--- config.mk ---
export PLATFORM = sky130hd
export DESIGN_NAME = alu_exec_flat
export DESIGN_NICKNAME = d
export VERILOG_FILES = /design/src/rtl/alu_exec_if.sv /design/src/rtl/alu_exec.sv /design/src/flat_wrapper.sv
export SDC_FILE = /design/constraint.sdc
export NUM_CORES = 1
export LEC_CHECK = 0
export ABC_CLOCK_PERIOD_IN_PS = 9700
export BUFFER_PORTS_ARGS = -buffer_cell sky130_fd_sc_hd__buf_2
export CAP_MARGIN = 5
export CORE_ASPECT_RATIO = 1.25
export CORE_MARGIN = 2
export CORE_UTILIZATION = 55
export CTS_CLUSTER_SIZE = 40
export DETAILED_ROUTE_END_ITERATION = 10
export HOLD_SLACK_MARGIN = 0.02
export PLACE_DENSITY = 0.84
export SYNTH_ARGS = -nofsm -noshare
export SYNTH_HDL_FRONTEND = slang
export SYNTH_SLANG_ARGS = --single-unit
--- constraint.sdc ---
create_clock -name clk -period 9.7 [get_ports clk]
set_input_delay 0.97 -clock clk [delete_from_list [all_inputs] [get_ports clk]]
set_output_delay 0.97 -clock clk [all_outputs]
set_load 0.03 [all_outputs]
--- src/rtl/alu_exec_if.sv ---
// Handshake and operand/result bundle between the ID/EX boundary, the execute ALU and its consumer.
// The producer/consumer side uses master; the ALU uses slave.
interface alu_exec_if #(
    parameter int WIDTH = 16
);
    logic             in_valid;
    logic             in_ready;
    logic [WIDTH-1:0] A;
    logic [WIDTH-1:0] B;
    logic             invA;
    logic             invB;
    logic             sign;
    logic [2:0]       op_to_alu;
    logic             cin;
    logic             passA;
    logic             passB;
    logic             out_valid;
    logic             out_ready;
    logic [WIDTH-1:0] result;
    logic             zero;
    logic             neg;
    logic             ofl;
    logic             cout;

    modport master (
        output in_valid, A, B, invA, invB, sign, op_to_alu, cin, passA, passB, out_ready,
        input  in_ready, out_valid, result, zero, neg, ofl, cout
    );

    modport slave (
        input  in_valid, A, B, invA, invB, sign, op_to_alu, cin, passA, passB, out_ready,
        output in_ready, out_valid, result, zero, neg, ofl, cout
    );
endinterface

--- src/rtl/alu_exec.sv ---
// Execute-stage ALU: single-cycle logic/add/pass, iterative 1-bit-per-cycle shifter/rotator,
// valid/ready on both sides with a registered result that holds under backpressure.
module alu_exec #(
    parameter int WIDTH   = 16,
    parameter int SHAMT_W = 4
) (
    input  logic       clk,
    input  logic       rst,
    alu_exec_if.slave  bus
);

    typedef enum logic [1:0] {
        IDLE  = 2'd0,
        SHIFT = 2'd1,
        HOLD  = 2'd2
    } state_t;

    state_t state, state_next;

    logic [WIDTH-1:0]   work_p1;
    logic [SHAMT_W-1:0] count_p1;
    logic [1:0]         sh_op_p1;
    logic [WIDTH-1:0]   result_p1;
    logic               zero_p1;
    logic               neg_p1;
    logic               ofl_p1;
    logic               cout_p1;

    logic [WIDTH-1:0]   ain;
    logic [WIDTH-1:0]   bin;
    logic [SHAMT_W-1:0] shamt;
    logic               is_shift;
    logic               start_shift;
    logic               accept;
    logic [WIDTH-1:0]   shift_next;
    logic [WIDTH+1:0]   add_res;
    logic [WIDTH-1:0]   imm_res;
    logic               imm_ofl;
    logic               imm_cout;

    // One step of the iterative shifter; op[1] picks direction, op[0] picks logical vs rotate.
    function automatic logic [WIDTH-1:0] shift1(input logic [WIDTH-1:0] v, input logic [1:0] op);
        logic [WIDTH-1:0] r;
        case (op)
            2'b00:   r = {v[WIDTH-2:0], v[WIDTH-1]};
            2'b01:   r = {v[WIDTH-2:0], 1'b0};
            2'b10:   r = {v[0], v[WIDTH-1:1]};
            default: r = {1'b0, v[WIDTH-1:1]};
        endcase
        return r;
    endfunction

    // Returns {ofl, cout, sum}; signed overflow only when both operands share a sign the sum lacks.
    function automatic logic [WIDTH+1:0] add_op(
        input logic [WIDTH-1:0] a,
        input logic [WIDTH-1:0] b,
        input logic             ci,
        input logic             sg
    );
        logic signed [WIDTH-1:0] a_s;
        logic signed [WIDTH-1:0] b_s;
        logic [WIDTH:0]          full;
        logic                    ov;
        a_s  = $signed(a);
        b_s  = $signed(b);
        full = {1'b0, a} + {1'b0, b} + {{WIDTH{1'b0}}, ci};
        if (sg) begin
            ov = (a_s[WIDTH-1] == b_s[WIDTH-1]) && (full[WIDTH-1] != a_s[WIDTH-1]);
        end else begin
            ov = full[WIDTH];
        end
        return {ov, full};
    endfunction

    assign ain         = bus.invA ? ~bus.A : bus.A;
    assign bin         = bus.invB ? ~bus.B : bus.B;
    assign shamt       = bus.B[SHAMT_W-1:0];
    assign is_shift    = !bus.passA && !bus.passB && !bus.op_to_alu[2];
    assign start_shift = is_shift && (shamt != '0);
    assign accept      = bus.in_valid && bus.in_ready;
    assign shift_next  = shift1(work_p1, sh_op_p1);
    assign add_res     = add_op(ain, bin, bus.cin, bus.sign);

    // Single-cycle result; a zero-distance shift falls through as Ain.
    always_comb begin
        imm_res  = ain;
        imm_ofl  = 1'b0;
        imm_cout = 1'b0;
        if (bus.passA) begin
            imm_res = ain;
        end else if (bus.passB) begin
            imm_res = bin;
        end else begin
            case (bus.op_to_alu)
                3'b100:  {imm_ofl, imm_cout, imm_res} = add_res;
                3'b101:  imm_res = ain | bin;
                3'b110:  imm_res = ain ^ bin;
                3'b111:  imm_res = ain & bin;
                default: imm_res = ain;
            endcase
        end
    end

    always_ff @(posedge clk) begin
        if (rst) begin
            state <= IDLE;
        end else begin
            state <= state_next;
        end
    end

    always_comb begin
        state_next = state;
        case (state)
            IDLE: begin
                if (accept) begin
                    state_next = start_shift ? SHIFT : HOLD;
                end
            end
            SHIFT: begin
                if (count_p1 <= SHAMT_W'(1)) begin
                    state_next = HOLD;
                end
            end
            HOLD: begin
                if (accept) begin
                    state_next = start_shift ? SHIFT : HOLD;
                end else if (bus.out_ready) begin
                    state_next = IDLE;
                end
            end
            default: state_next = IDLE;
        endcase
    end

    // Stage p1: operand capture at accept, iterative shift, and final result/flag registers.
    always_ff @(posedge clk) begin
        if (rst) begin
            count_p1  <= '0;
            result_p1 <= '0;
            zero_p1   <= 1'b0;
            neg_p1    <= 1'b0;
            ofl_p1    <= 1'b0;
            cout_p1   <= 1'b0;
        end else if (accept) begin
            if (start_shift) begin
                work_p1  <= ain;
                count_p1 <= shamt;
                sh_op_p1 <= bus.op_to_alu[1:0];
            end else begin
                result_p1 <= imm_res;
                zero_p1   <= (imm_res == '0);
                neg_p1    <= imm_res[WIDTH-1];
                ofl_p1    <= imm_ofl;
                cout_p1   <= imm_cout;
            end
        end else if (state == SHIFT) begin
            work_p1  <= shift_next;
            count_p1 <= count_p1 - SHAMT_W'(1);
            if (count_p1 <= SHAMT_W'(1)) begin
                result_p1 <= shift_next;
                zero_p1   <= (shift_next == '0);
                neg_p1    <= shift_next[WIDTH-1];
                ofl_p1    <= 1'b0;
                cout_p1   <= 1'b0;
            end
        end
    end

    assign bus.in_ready  = (state == IDLE) || ((state == HOLD) && bus.out_ready);
    assign bus.out_valid = (state == HOLD);
    assign bus.result    = result_p1;
    assign bus.zero      = zero_p1;
    assign bus.neg       = neg_p1;
    assign bus.ofl       = ofl_p1;
    assign bus.cout      = cout_p1;

endmodule

--- src/flat_wrapper.sv ---
// flat-port wrapper written by rule: the top's interface ports become plain ports
module alu_exec_flat 
#(
    parameter int WIDTH   = 16,
    parameter int SHAMT_W = 4
)
  (clk, rst, bus_in_valid, bus_A, bus_B, bus_invA, bus_invB, bus_sign, bus_op_to_alu, bus_cin, bus_passA, bus_passB, bus_out_ready, bus_in_ready, bus_out_valid, bus_result, bus_zero, bus_neg, bus_ofl, bus_cout);
  alu_exec_if #(.WIDTH(WIDTH)) bus_i ();
  input  logic clk;
  input  logic rst;
  input wire logic [$bits(bus_i.in_valid)-1:0] bus_in_valid;
  input wire logic [$bits(bus_i.A)-1:0] bus_A;
  input wire logic [$bits(bus_i.B)-1:0] bus_B;
  input wire logic [$bits(bus_i.invA)-1:0] bus_invA;
  input wire logic [$bits(bus_i.invB)-1:0] bus_invB;
  input wire logic [$bits(bus_i.sign)-1:0] bus_sign;
  input wire logic [$bits(bus_i.op_to_alu)-1:0] bus_op_to_alu;
  input wire logic [$bits(bus_i.cin)-1:0] bus_cin;
  input wire logic [$bits(bus_i.passA)-1:0] bus_passA;
  input wire logic [$bits(bus_i.passB)-1:0] bus_passB;
  input wire logic [$bits(bus_i.out_ready)-1:0] bus_out_ready;
  output wire logic [$bits(bus_i.in_ready)-1:0] bus_in_ready;
  output wire logic [$bits(bus_i.out_valid)-1:0] bus_out_valid;
  output wire logic [$bits(bus_i.result)-1:0] bus_result;
  output wire logic [$bits(bus_i.zero)-1:0] bus_zero;
  output wire logic [$bits(bus_i.neg)-1:0] bus_neg;
  output wire logic [$bits(bus_i.ofl)-1:0] bus_ofl;
  output wire logic [$bits(bus_i.cout)-1:0] bus_cout;
  assign bus_i.in_valid = bus_in_valid;
  assign bus_i.A = bus_A;
  assign bus_i.B = bus_B;
  assign bus_i.invA = bus_invA;
  assign bus_i.invB = bus_invB;
  assign bus_i.sign = bus_sign;
  assign bus_i.op_to_alu = bus_op_to_alu;
  assign bus_i.cin = bus_cin;
  assign bus_i.passA = bus_passA;
  assign bus_i.passB = bus_passB;
  assign bus_i.out_ready = bus_out_ready;
  assign bus_in_ready = bus_i.in_ready;
  assign bus_out_valid = bus_i.out_valid;
  assign bus_result = bus_i.result;
  assign bus_zero = bus_i.zero;
  assign bus_neg = bus_i.neg;
  assign bus_ofl = bus_i.ofl;
  assign bus_cout = bus_i.cout;
  alu_exec #(.WIDTH(WIDTH), .SHAMT_W(SHAMT_W)) u_core (.clk(clk), .rst(rst), .bus(bus_i));
endmodule
==> impl_metrics.yaml <==
outcome:
  status: "finished clean"
clock_tree:
  clk_latency_ps: 300
  clock_sinks: 43
  cts_setup_buffers: 0
  ctsResizeCount: 0
  cts_tree: "yes"
  numCtsBuffers: 5
  cts_max_path_buffers: 2
  cts_max_level: 2
  cts.clk_slew.worst_paths_ps: 80
  ctsHoldBuffers: 0
  clockRootBuffer: "clkbuf_8"
hold_path:
  min-delay-start: "u_core.bus.result[7]$_SDFFE_PP0P_"
  hold_path_end: "u_core.bus.result[7]$_SDFFE_PP0P_"
  worstHoldPathType: "reg2reg"
  hold_depth: 2
finish:
  final_core_util_pct: 62.07
  final_nets: 690
  area_growth_pct: 9.240
  fillers: 703
  diodes: 0
  drive_gt1_share_pct: 15.06
  fin_cells: 706
  fin_area_um2: 4837
timing:
  fin_tns_setup_ps: 0
  slew_headroom_pct: 23.38
  fin_crit_sh_pct: 46.09
  setup_viol: 0
  final_max_slew_viol_count: 0
  worst_pin_slew_ps: 1147
  hold_viol: 0
  max_freq_ghz: 0.2237
  whs_ps: 468.9
  rsz0062_at_grt: "false"
  skew_ps: 8.714
  setup_slack_ps: 5229
  period_needed_ps: 4471
power:
  p_leak_nw: 2.176
  swShare_pct: 40.76
  total_power_mw: 0.5927
  p_int_mw: 0.3512
  pwr-share-clk_pct: 18.5
  combPwrFrac_pct: 47.2
  p_per_area_nw_per_um2: 122.5
  ir_worst_vdd_v: 0.00009968
  seqPwrFrac_pct: 34.3
  p_sw_mw: 0.2416
global_route:
  grt_pass1_wl_mm: 20.46
  antenna_found_initial: 0
  grt_use_total_pct: 28.15
  grt_max_degree: 38
  first_global_vias: 4343
  grt_overflow_total: 0
drt:
  drc: 0
  drt_iter0_markers: 513
  vias: 4489
  vias_per_cell: 6.358
  wl_mm: 12.39
  antenna_left: 0
  wl_per_cell_um: 17.55
  firstDrtPassIters: 5
synthesis:
  yosys_warnings: 0
  post_synth_num_cell_types: 63
  synthSimpleGateAreaFrac_pct: 17.04
  synth_adder_area_share_pct: 10.06
  async_reset_ff_share_pct: 0
  synth_area_leaders: "edfxtp_1, dfxtp_1, ha_1, mux2i_1, xor2_1"
  synthXorXnorAreaFrac_pct: 8.647
  synth_top_area_share_pct: 12.21
  synth_flop_cell: "dfxtp_1"
  synth_compound_area_share_pct: 25.83
  ys_ff_latch: 43
  synth_top_family_by_area: "compound AO/OA/AOI/OAI gates"
  yosysTopAreaCell: "edfxtp_1"
  ys_seq_area_share_pct: 23.51
  syn_avg_cell_area_um2: 7.768
  yosysMostFrequentCell: "inv_1"
  synth_common_cells: "inv_1, nor2_1, a21oi_1"
  synthCells: 570
  syn-num-nets: 650
  synth_area_um2: 4428
  synth_edf_count: 18
  synthMuxAreaShare_pct: 6.951
worst_setup_path:
  r2r-start: "u_core.count_p1[0]$_SDFFE_PP0P_"
  worstSetupPathType: "in2reg"
  startpoint_type: "primary input"
  reg2reg_depth: 12
  setup.worst_path.end_class: "flip-flop"
  path_max_fanout: 16
  timing.rr.end: "u_core.bus.zero$_SDFFE_PP0P_"
  reg2reg_slack_ps: 6390
  required_ps: 9910
  crit_arrival_ps: 4680
die:
  start_util_pct: 56.82
  dieArea_um2: 8789
  io_pins: 67
  fp.coreArea_um2: 7792
  die_w_um: 84.26
  dieHeight_um: 104.3
  fp-row-count: 36
place:
  port_buffers: 66
  dpl-instance-area_um2: 4756
  post-place-ws_ps: 4922
  routabilityCongestion: 0.9378
  numPlacedInstances: 698
  dpl.hpwl_mm: 9.388
job:
  maxCapViolations: 0
## power by group through the flow
stage | registers [mW] | logic [mW] | clock network [mW]
global route | 0.205 | 0.306 | 0.118
global placement | 0.207 | 0.267 | 0
CTS | 0.204 | 0.274 | 0.110
floorplan | 0.221 | 0.193 | 0
detailed placement | 0.208 | 0.273 | 0
finish | 0.203 | 0.280 | 0.110
## cell type report
class	instances	area, um2	area share (%)
Multi-Input combinational cell	438	3042	62.88
Timing Repair Buffer	69	352.8	7.294
Sequential cell	43	1041	21.52
Tap cell	95	118.9	2.457
Clock inverter	1	5.005	0.1035
Inverter	53	201.4	4.165
Clock buffer	7	76.32	1.578
## critical path, cell delays in order
cell       delay [ps]
buf_2             420
xnor2_1           280
fa_1              550
inv_1              40
mux4_2            450
a211oi_2          260
nand2b_1          100
a2111oi_2         280
o211a_1           210
or4b_1            450
a2111o_1          370
o41ai_2           310
## cell families after synthesis
family / count (synthesis)
AO/OA/AOI/OAI: 172
AND/OR/NAND/NOR: 160
buffers and inverters: 89
flip-flops: 43
XOR/XNOR: 42
adder cells (fa/ha/maj): 35
multiplexers: 29
## state kept, by name (all words and copies together), names as in the netlist
signal	flops
u_core.count_p1	4
u_core.state	2
u_core.bus.result	16
u_core.bus.cout	1
u_core.bus.zero	1
u_core.sh_op_p1	2
u_core.bus.ofl	1
u_core.work_p1	16
## worst max path at each step
stage | depth (start not counted) | slack, ps | from | to
after floorplan | 13 | 5200 | bus_invA | u_core.bus.zero$_SDFFE_PP0P_
after global placement | 12 | 5020 | bus_invA | u_core.bus.zero$_SDFFE_PP0P_
after detailed placement | 12 | 4920 | bus_invA | u_core.bus.zero$_SDFFE_PP0P_
after CTS | 12 | 5230 | bus_invA | u_core.bus.zero$_SDFFE_PP0P_
after global routing | 14 | 5010 | bus_invB | u_core.bus.zero$_SDFFE_PP0P_
final | 12 | 5230 | bus_invA | u_core.bus.zero$_SDFFE_PP0P_
## metal layers
metal	GRT usage (%)	up-vias	wire length, um
met4	14.86	0	634
met3	3.651	60	965
met5	0	-	0
met1	35.26	2069	4978
li1	-	2115	-
met2	46.66	245	5813
## placed cells by master (no fill, tap or decap), drive strengths merged, types with 15 or more instances in the layout
| master | instances |
|---|---|
| buf | 69 |
| inv | 53 |
| nor2 | 51 |
| a21oi | 45 |
| nand2 | 37 |
| o21ai | 36 |
| ha | 34 |
| xor2 | 27 |
| dfxtp | 25 |
| mux2i | 24 |
| nand3 | 18 |
| edfxtp | 18 |
| xnor2 | 15 |
(Power assumes the default switching activity.)
